<file path="config.mk">
export PLATFORM = sky130hd
export DESIGN_NAME = pipe_reg_gen
export DESIGN_NICKNAME = d
export VERILOG_FILES = /design/src/rtl/pipe_reg_gen.sv
export SDC_FILE = /design/constraint.sdc
export NUM_CORES = 1
export LEC_CHECK = 0
export ABC_AREA = 0
export CORE_ASPECT_RATIO = 1.4
export CORE_MARGIN = 3
export CORE_UTILIZATION = 43
export CTS_CLUSTER_DIAMETER = 120
export CTS_CLUSTER_SIZE = 10
export DETAILED_ROUTE_END_ITERATION = 8
export PLACE_DENSITY = 0.94
export SETUP_SLACK_MARGIN = 0.15
export SLEW_MARGIN = 20
export SYNTH_ARGS = -nofsm -noshare
export SYNTH_HDL_FRONTEND = slang
export SYNTH_SLANG_ARGS = --single-unit
</file>
<file path="constraint.sdc">
create_clock -name clk -period 6.32 [get_ports clk]
set_input_delay 1.264 -clock clk [delete_from_list [all_inputs] [get_ports clk]]
set_output_delay 1.264 -clock clk [all_outputs]
set_load 0.05 [all_outputs]
</file>
<file path="src/rtl/pipe_reg_gen.sv">
// pipe_reg_gen: parameterised-depth pipeline register for the MEM/WB path.
// Each stage carries a valid bit, write-back/memory-read flags, ALU result,
// memory read data and destination register. The block supports whole-pipe
// freeze and flush. Hazard queries look at every stage. A saturating counter
// records the number of frozen cycles.
module pipe_reg_gen #(
  parameter int DATA_W = 32,
  parameter int DEST_W = 5,
  parameter int DEPTH  = 1
) (
  input  logic              clk,
  input  logic              rst,
  input  logic              freeze,
  input  logic              flush,
  input  logic              in_valid,
  input  logic              WB_en_in,
  input  logic              MEM_R_en_in,
  input  logic [DATA_W-1:0] ALU_result_in,
  input  logic [DATA_W-1:0] Mem_read_value_in,
  input  logic [DEST_W-1:0] Dest_in,
  input  logic [DEST_W-1:0] query_src1,
  input  logic [DEST_W-1:0] query_src2,
  output logic              valid,
  output logic              WB_en,
  output logic              MEM_R_en,
  output logic [DATA_W-1:0] ALU_result,
  output logic [DATA_W-1:0] Mem_read_value,
  output logic [DEST_W-1:0] Dest,
  output logic [DATA_W-1:0] wb_data,
  output logic              hit1,
  output logic              hit2,
  output logic [15:0]       freeze_cnt
);

  // Reject unsupported depths at elaboration time.
  generate
    if (DEPTH < 1 || DEPTH > 4) begin : g_depth_check
      $error("pipe_reg_gen: DEPTH must be within 1..4");
    end
  endgenerate

  // Per-stage contents; index 0 is the input stage and DEPTH-1 drives the outputs.
  logic              stg_vld  [DEPTH];
  logic              stg_wb   [DEPTH];
  logic              stg_mr   [DEPTH];
  logic [DATA_W-1:0] stg_alu  [DEPTH];
  logic [DATA_W-1:0] stg_mem  [DEPTH];
  logic [DEST_W-1:0] stg_dest [DEPTH];

  // Increment that sticks at all-ones instead of wrapping.
  function automatic logic [15:0] sat_inc16(input logic [15:0] v);
    return (v == 16'hFFFF) ? v : v + 16'd1;
  endfunction

  // True when a stage would write back to a nonzero register matching the query.
  function automatic logic stage_hit(input logic vld, input logic wb,
                                     input logic [DEST_W-1:0] dest,
                                     input logic [DEST_W-1:0] query);
    return vld && wb && (dest != '0) && (dest == query);
  endfunction

  // Stage shift. Flush kills valid/WB_en but leaves the data untouched.
  // Freeze holds every stage. A bubble input never carries a write enable.
  always_ff @(posedge clk or posedge rst) begin
    if (rst) begin
      for (int k = 0; k < DEPTH; k++) begin
        stg_vld[k]  <= 1'b0;
        stg_wb[k]   <= 1'b0;
        stg_mr[k]   <= 1'b0;
        stg_alu[k]  <= '0;
        stg_mem[k]  <= '0;
        stg_dest[k] <= '0;
      end
    end else if (flush) begin
      for (int k = 0; k < DEPTH; k++) begin
        stg_vld[k] <= 1'b0;
        stg_wb[k]  <= 1'b0;
      end
    end else if (!freeze) begin
      // ---- stage 0: capture inputs ----
      stg_vld[0]  <= in_valid;
      stg_wb[0]   <= WB_en_in & in_valid;
      stg_mr[0]   <= MEM_R_en_in;
      stg_alu[0]  <= ALU_result_in;
      stg_mem[0]  <= Mem_read_value_in;
      stg_dest[0] <= Dest_in;
      // ---- stage k: capture stage k-1 ----
      for (int k = 1; k < DEPTH; k++) begin
        stg_vld[k]  <= stg_vld[k-1];
        stg_wb[k]   <= stg_wb[k-1];
        stg_mr[k]   <= stg_mr[k-1];
        stg_alu[k]  <= stg_alu[k-1];
        stg_mem[k]  <= stg_mem[k-1];
        stg_dest[k] <= stg_dest[k-1];
      end
    end
  end

  // Count frozen cycles. A flush edge is not a frozen edge.
  always_ff @(posedge clk or posedge rst) begin
    if (rst) begin
      freeze_cnt <= 16'h0000;
    end else if (freeze && !flush) begin
      freeze_cnt <= sat_inc16(freeze_cnt);
    end
  end

  // ---- output stage: flags gated by valid, write-back mux ----
  assign valid          = stg_vld[DEPTH-1];
  assign WB_en          = stg_wb[DEPTH-1] & stg_vld[DEPTH-1];
  assign MEM_R_en       = stg_mr[DEPTH-1] & stg_vld[DEPTH-1];
  assign ALU_result     = stg_alu[DEPTH-1];
  assign Mem_read_value = stg_mem[DEPTH-1];
  assign Dest           = stg_dest[DEPTH-1];
  assign wb_data        = MEM_R_en ? Mem_read_value : ALU_result;

  // Hazard detection across every in-flight stage.
  always_comb begin
    hit1 = 1'b0;
    hit2 = 1'b0;
    for (int k = 0; k < DEPTH; k++) begin
      if (stage_hit(stg_vld[k], stg_wb[k], stg_dest[k], query_src1)) hit1 = 1'b1;
      if (stage_hit(stg_vld[k], stg_wb[k], stg_dest[k], query_src2)) hit2 = 1'b1;
    end
  end

endmodule
</file>
After elaboration in Yosys (flattened, before gate mapping). Cells that the tools add are included.

Flip-flop bits (word level): 88. Bits of input ports: 86. Output and inout port bits: 122. Logic and storage cells: 34.

$add $sub $neg: 1. Eq/ne operators: 4. Multiplexer cells: 7. Bitwise gates (word level): 6. Reduce and logical (&&, ||, !) cells: 9.

Operators by type and width (number): two-way mux 32 bit (1); adder 16 x 1 -> 16 bit (second input constant) (1); == test 16 bit (second input constant) (1); == test 5 bit (2); two-way mux 1 bit (6); logical AND 1 bit (5); nonzero test 5 bit (1); AND reduction 2 bit (2); AND 1 bit (3); inverter 1 bit (3); inequality test 2 x 1 -> 1 bit (second input constant) (1); zero test 1 bit (1).

Longest topological paths before layout. Gate-level depths: netlist of run 1.

Word-level depth: 4. Depth in mapped cells: 6. Mapped depth without buffers: 5.

Worst setup path after synthesis of run 1. OpenSTA, ideal clock, no wires.

Kind: input to output. From: in query_src1[0]. To: out hit1. Arrival time: 3.006 ns. Required time: 5.056 ns. Slack: 2.050 ns. Stages: 3. Path buffers: 0. Cell sequence: xnor2_1 -> nand3_1 -> nor4_1.

Cells in the longest elaborated chain, start to end: 3.

RTL lines: start, declared (RTL line 21) `input logic [DEST_W-1:0] query_src1,`; == test 5 bit (RTL line 59) `return vld && wb && (dest != '0) && (dest == query);`; logical AND 1 bit (RTL line 59); two-way mux 1 bit (RTL line 122) `if (stage_hit(stg_vld[k], stg_wb[k], stg_dest[k], query_src1)) hit1 = 1'b1;`; end, declared (RTL line 30) `output logic hit1,`.

Every way passes these cells.

Worst setup path in the final report of run 1.
From: in query_src2[2]. To: out hit2.

Cells in the longest elaborated chain, start to end: 3.

RTL lines: start, declared (RTL line 22) `input logic [DEST_W-1:0] query_src2,`; == test 5 bit (RTL line 59); logical AND 1 bit (RTL line 59); two-way mux 1 bit (RTL line 123) `if (stage_hit(stg_vld[k], stg_wb[k], stg_dest[k], query_src2)) hit2 = 1'b1;`; end, declared (RTL line 31) `output logic hit2,`.

Every way passes these cells.

==> impl_metrics.env, run 1 <==
export IMPL_p_switching_mw=0.848
export IMPL_die_h_um=120
export IMPL_cp_required_ns=5.06
export IMPL_p_total_mw=2.13
export IMPL_clockBufferDepth=2
export IMPL_fmaxAchievable_mhz=227
export IMPL_seqPwrFrac_pct=34.4
export IMPL_overflow=0
export IMPL_fin_skew_ns=0.00529
export IMPL_placed_cell_area_sq_um=6190
export IMPL_worstMarginPinSlew_ns=0.889
export IMPL_crit_type="in2out"
export IMPL_swShare_pct=39.8
export IMPL_crit_top_cell="clkdlybuf4s50_1"
export IMPL_hpwl_mm=8.16
export IMPL_ant_nets=0
export IMPL_cts_root_buf="clkbuf_16"
export IMPL_ys_flop_type="dfrtp_1"
export IMPL_slowest_stage="clkdlybuf4s50_1"
export IMPL_drive_above_1_share_pct=22.4
export IMPL_syn_cell_area_sq_um=4020
export IMPL_yosysSeqAreaShare_pct=54.8
export IMPL_dr_first_iter_drc_count=116
export IMPL_synth_edf_count=0
export IMPL_cpPeakStageDelay_ns=0.88
export IMPL_cap_viol_max_count=0
export IMPL_die_x_um=87.7
export IMPL_vias=3168
export IMPL_post_cts_buffers=0
export IMPL_worstPathCellList="clkdlybuf4s50_1, xnor2_1, nand3_1, nor4_1, clkdlybuf4s50_1"
export IMPL_grtUsageTotal_pct=21.1
export IMPL_vias_per_cell=5.21
export IMPL_antenna_cells=0
export IMPL_syn_area_per_cell_sq_um=14.0
export IMPL_pwr_share_comb_pct=42.8
export IMPL_slew_viol_final=0
export IMPL_path_max_fanout=1
export IMPL_clock_latency_ns=0.33
export IMPL_ctsResizeCount=0
export IMPL_initial_core_util_pct=44.3
export IMPL_status="finished, final reports clean"
export IMPL_period_minus_slack_ns=4.40
export IMPL_grt_max_degree=89
export IMPL_syn_num_nets=375
export IMPL_htree_levels=3
export IMPL_finalCritPeriodShare_pct=69.7
export IMPL_stdcell_area_sq_um=6460
export IMPL_antenna_found_initial=0
export IMPL_netlist_instances=288
export IMPL_synth_distinct_cells=34
export IMPL_hp_class="reg2reg"
export IMPL_synth_async_reset_ratio_pct=100
export IMPL_gp_congestion=0.792
export IMPL_ir_drop_uv=193
export IMPL_endpoint_kind="output pin"
export IMPL_ys_ff_latch=88
export IMPL_finalHoldViolCount=0
export IMPL_io_buffers=207
export IMPL_yosys_warnings=0
export IMPL_dr_pass1_iters=4
export IMPL_drc=0
export IMPL_cts_sinks=88
export IMPL_routedWlPerCell_um=18.0
export IMPL_routed_wl_mm=10.9
export IMPL_p_int_mw=1.28
export IMPL_finalSetupViolCount=0
export IMPL_grt_pass1_wl_mm=17.1
export IMPL_area_growth_pct=60.8
export IMPL_fin_nets=584
export IMPL_rows=41
export IMPL_clk_pin_slew_worst_paths_ns=0.06
export IMPL_leakage_nw=2.64
export IMPL_p_per_area_nw_per_um2=330
export IMPL_max_slew_margin_rel_pct=40.6
export IMPL_holdBufCountCts=0
export IMPL_die_area_sq_um=10600
export IMPL_pin_count=208
export IMPL_worst_setup_path_start_kind="input pin"
export IMPL_rsz0062_at_grt="no"
export IMPL_pwr_share_clk_pct=22.8
export IMPL_numCtsBuffers=9
export IMPL_cp_data_arrival_time_ns=3.14
export IMPL_coreArea_sq_um=9080
export IMPL_grt_pass1_vias=3353
export IMPL_tns_ns=0
export IMPL_cts_tree="yes"
[per-stage QoR]
step,hold slack [ns],util [%],worst slack (ns),std cells
detailed placement,0.502,68.2,1.94,593
global placement,0.488,68.2,2.02,593
global route,0.536,71.2,1.83,608
finish,0.513,71.2,1.92,608
CTS,0.511,71.1,1.95,608
floorplan,0.481,-,2.05,288
[synth_stat cells (2+ instances only)]
master	n	share of area (%)
mux2_2	91	25
mux2_1	12	3.4
dfrtp_1	88	55
nand4_1	5	0.78
o21a_1	2	0.37
inv_1	3	0.28
nor2b_1	2	0.31
xnor2_1	12	2.6
and3_1	4	0.62
and4_1	3	0.65
nand3_1	7	0.87
buf_2	11	1.4
xor2_1	9	2.0
nor4_1	2	0.31
nand2_1	11	1.0
a21oi_1	2	0.25
nor2_1	7	0.65
[layout make-up]
class | instances | area, sq um
Fill cell | 621 | 2620
Clock buffer | 15 | 268
Inverter | 3 | 12.5
Multi-Input combinational cell | 185 | 1750
Tap cell | 107 | 134
Timing Repair Buffer | 210 | 2100
Sequential cell | 88 | 2200
[power by group through the flow]
| stage | Sequential [mW] | Combinational, mW | Clock, mW |
|---|---|---|---|
| 2_1_floorplan | 1.02 | 0.292 | 0 |
| 3_3_place_gp | 0.739 | 0.903 | 0 |
| 3_5_place_dp | 0.743 | 0.915 | 0 |
| 4_1_cts | 0.735 | 0.919 | 0.497 |
| 5_1_grt | 0.748 | 0.947 | 0.518 |
| 6_report | 0.734 | 0.912 | 0.485 |
[registers in the layout, summed over array words and instances, names as in the netlist]
| signal | cells |
|---|---|
| ALU_result | 32 |
| Mem_read_value | 32 |
| freeze_cnt | 16 |
| Dest | 5 |
| stg_mr | 1 |
| stg_wb | 1 |
| valid | 1 |
[placed cells by master, fill, tap and decap left out, types with 3 or more instances in the layout]
cell type	synthesis	routed
xor2_1	9	9
and4_1	3	3
nand3_1	7	7
nand4_1	5	5
clkdlybuf4s50_1	0	207
clkbuf_16	0	9
nor2_1	7	6
clkbuf_1	0	4
and3_1	4	4
mux2_2	91	91
dfrtp_1	88	88
mux2_1	12	12
nand2_1	11	11
xnor2_1	12	12
[critical path, delay by kind of cell]
family                    cells  cell delay (ns)
buffers and inverters         2             1.37
and+or+nand+nor               2             0.38
xor gates and xnor gates      1             0.12
[cell families (layout without fill, tap and decap cells)]
family	after synthesis	in the layout	synth area share [%]
multiplexers	103	103	28.9
flip-flops	88	88	54.8
AND/OR/NAND/NOR	50	50	7.25
XOR/XNOR	21	21	4.58
buffers and inverters	15	228	1.93
AO/OA/AOI/OAI	10	10	2.30
adder cells (fa/ha/maj)	1	1	0.311
[per-layer routing]
layer | wire length, um | GRT usage [%] | vias to the layer above | part of all wire [%]
met2 | 6090 | 37.0 | 125 | 56
met4 | 213 | 7.10 | 0 | 1.9
met1 | 3890 | 24.0 | 1575 | 36
met5 | 0 | 0 | - | 0
met3 | 749 | 6.07 | 16 | 6.8
li1 | - | - | 1452 | -
[worst paths after layout]
kind                                                 from                              to  slack [ns]  depth (start not counted)
min reg2reg                Mem_read_value[21]$_DFFE_PP0P_  Mem_read_value[21]$_DFFE_PP0P_        0.51                          1
max in group asynchronous                             rst  Mem_read_value[10]$_DFFE_PP0P_        4.30                          3
min                        Mem_read_value[21]$_DFFE_PP0P_  Mem_read_value[21]$_DFFE_PP0P_        0.51                          1
max reg2reg                     freeze_cnt[0]$_DFFE_PP0P_      freeze_cnt[12]$_DFFE_PP0P_        4.67                          5
min in group asynchronous                             rst       ALU_result[7]$_DFFE_PP0P_        1.44                          3
max                                         query_src2[2]                            hit2        1.92                          5
(Power assumes the default switching activity.)
==> run 2: changes to the inputs <==
CORE_UTILIZATION = 36   (was 43)
PLACE_DENSITY = 0.85   (was 0.94)
clock period = 3.54 ns   (was 6.32 ns; I/O delays follow)
==> run 2 against run 1 <==
Largest power group unchanged; sequential share of layout area shrank 0.14 points; utilization shrank 11 points; sequential power grew 78%; combinational power grew 77%; worst setup slack lost 1.0 ns; flip-flop and latch count is the same; via count shrank 0.73%; die area grew 18%; first-iteration DRC count shrank 43%; non-clock buffer count grew 4; register-to-register slack lost 2.8 ns.
==> impl_metrics.env, run 2 (same netlist as run 1, synthesis figures left out) <==
export IMPL_status="finished, final reports clean"
export IMPL_initial_core_util_pct=37.0
export IMPL_fin_nets=588
export IMPL_clock_latency_ns=0.32
export IMPL_ant_nets=0
export IMPL_p_per_area_nw_per_um2=582
export IMPL_ctsResizeCount=0
export IMPL_io_buffers=207
export IMPL_clk_pin_slew_worst_paths_ns=0.06
export IMPL_finalHoldViolCount=0
export IMPL_htree_levels=3
export IMPL_cp_required_ns=2.83
export IMPL_numCtsBuffers=9
export IMPL_worst_setup_path_start_kind="input pin"
export IMPL_grt_pass1_vias=3285
export IMPL_mostFrequentLayoutCells="clkdlybuf4s50_1 (173), mux2_2 (91), dfrtp_1 (88), buf_4 (38)"
export IMPL_holdBufCountCts=0
export IMPL_dr_first_iter_drc_count=66
export IMPL_rows=45
export IMPL_antenna_cells=0
export IMPL_overflow=0
export IMPL_fin_skew_ns=0.00293
export IMPL_fmaxAchievable_mhz=374
export IMPL_finalSetupViolCount=0
export IMPL_cp_data_arrival_time_ns=1.96
export IMPL_period_minus_slack_ns=2.67
export IMPL_max_slew_margin_rel_pct=45.3
export IMPL_post_cts_buffers=0
export IMPL_endpoint_kind="output pin"
export IMPL_stdcell_area_sq_um=6490
export IMPL_placed_cell_area_sq_um=6220
export IMPL_coreArea_sq_um=10900
export IMPL_antenna_found_initial=0
export IMPL_final_fill_count=868
export IMPL_gp_congestion=0.835
export IMPL_cts_root_buf="clkbuf_16"
export IMPL_drive_above_1_share_pct=30.6
export IMPL_ir_drop_uv=344
export IMPL_cts_sinks=88
export IMPL_hpwl_mm=8.51
export IMPL_die_area_sq_um=12500
export IMPL_clockBufferDepth=2
export IMPL_grt_pass1_wl_mm=17.0
export IMPL_cts_tree="yes"
export IMPL_rsz0062_at_grt="no"
export IMPL_hp_class="reg2reg"
export IMPL_crit_type="in2out"
export IMPL_finalCritPeriodShare_pct=75.5
export IMPL_vias=3145
export IMPL_tns_ns=0
export IMPL_leakage_nw=2.70
export IMPL_layout_commonest_cell="clkdlybuf4s50_1"
export IMPL_pin_count=208
export IMPL_dr_pass1_iters=4
export IMPL_area_growth_pct=61.4
export IMPL_grt_max_degree=47
export IMPL_worstMarginPinSlew_ns=0.819
export IMPL_cap_viol_max_count=0
export IMPL_routed_wl_mm=11.0
export IMPL_grtUsageTotal_pct=17.8
export IMPL_slew_viol_final=0
export IMPL_die_x_um=95.3
export IMPL_path_max_fanout=1
export IMPL_drc=0
export IMPL_routedWlPerCell_um=17.0
export IMPL_utilization_pct=59.7
export IMPL_vias_per_cell=4.86
export IMPL_die_h_um=131
==> run 2: final timing paths <==
check                                               start                              to  slack [ns]  depth (start not counted)
worst max-delay path                        query_src2[2]                            hit2        0.87                          5
worst min-delay path                   stg_mr$_DFFE_PP0P_              stg_mr$_DFFE_PP0P_        0.51                          1
worst max register to register  freeze_cnt[0]$_DFFE_PP0P_      freeze_cnt[12]$_DFFE_PP0P_        1.87                          5
worst min register to register         stg_mr$_DFFE_PP0P_              stg_mr$_DFFE_PP0P_        0.51                          1
max in group asynchronous                             rst      ALU_result[12]$_DFFE_PP0P_        2.03                          3
min in group asynchronous                             rst  Mem_read_value[26]$_DFFE_PP0P_        0.85                          2
==> run 2: worst max-delay path, stage by stage <==
cell,delay [ns]
clkdlybuf4s50_1,0.48
xnor2_1,0.12
nand3_1,0.09
nor4_1,0.31
buf_4,0.26
==> run 2: through the flow <==
step                hold WS, ns  worst slack (ns)  std cells  total power [mW]
CTS                       0.519             0.842        647              3.82
floorplan                 0.481           -0.0550        288              2.34
global route              0.537             0.796        647              3.95
global placement          0.488             0.933        631              2.92
detailed placement        0.507             0.855        631              2.95
finish                    0.513             0.868        647              3.78
==> run 2: area by class of cell <==
class	instances	area, sq um	area share (%)
timing repair buffer	214	2080	32.0
clock inverter	7	48.8	0.752
tap	141	176	2.72
clock buffer	9	225	3.47
inverter	3	12.5	0.193
multi-input combinational	185	1750	26.9
sequential	88	2200	33.9
==> run 2: layer usage <==
layer	GRT usage [%]	vias up	share of wire, %
met5	0	-	0
met4	5.52	0	0.73
met3	5.33	8	7.5
met2	31.1	121	54
met1	20.9	1551	38
li1	-	1465	-
==> run 2: report_power, final <==
| part | total [mW] | switching, mW | internal [mW] |
|---|---|---|---|
| combinational | 1.61 | 1.00 | 0.604 |
| clock | 0.858 | 0.384 | 0.474 |
| sequential | 1.31 | 0.154 | 1.16 |
| total | 3.78 | 1.54 | 2.24 |
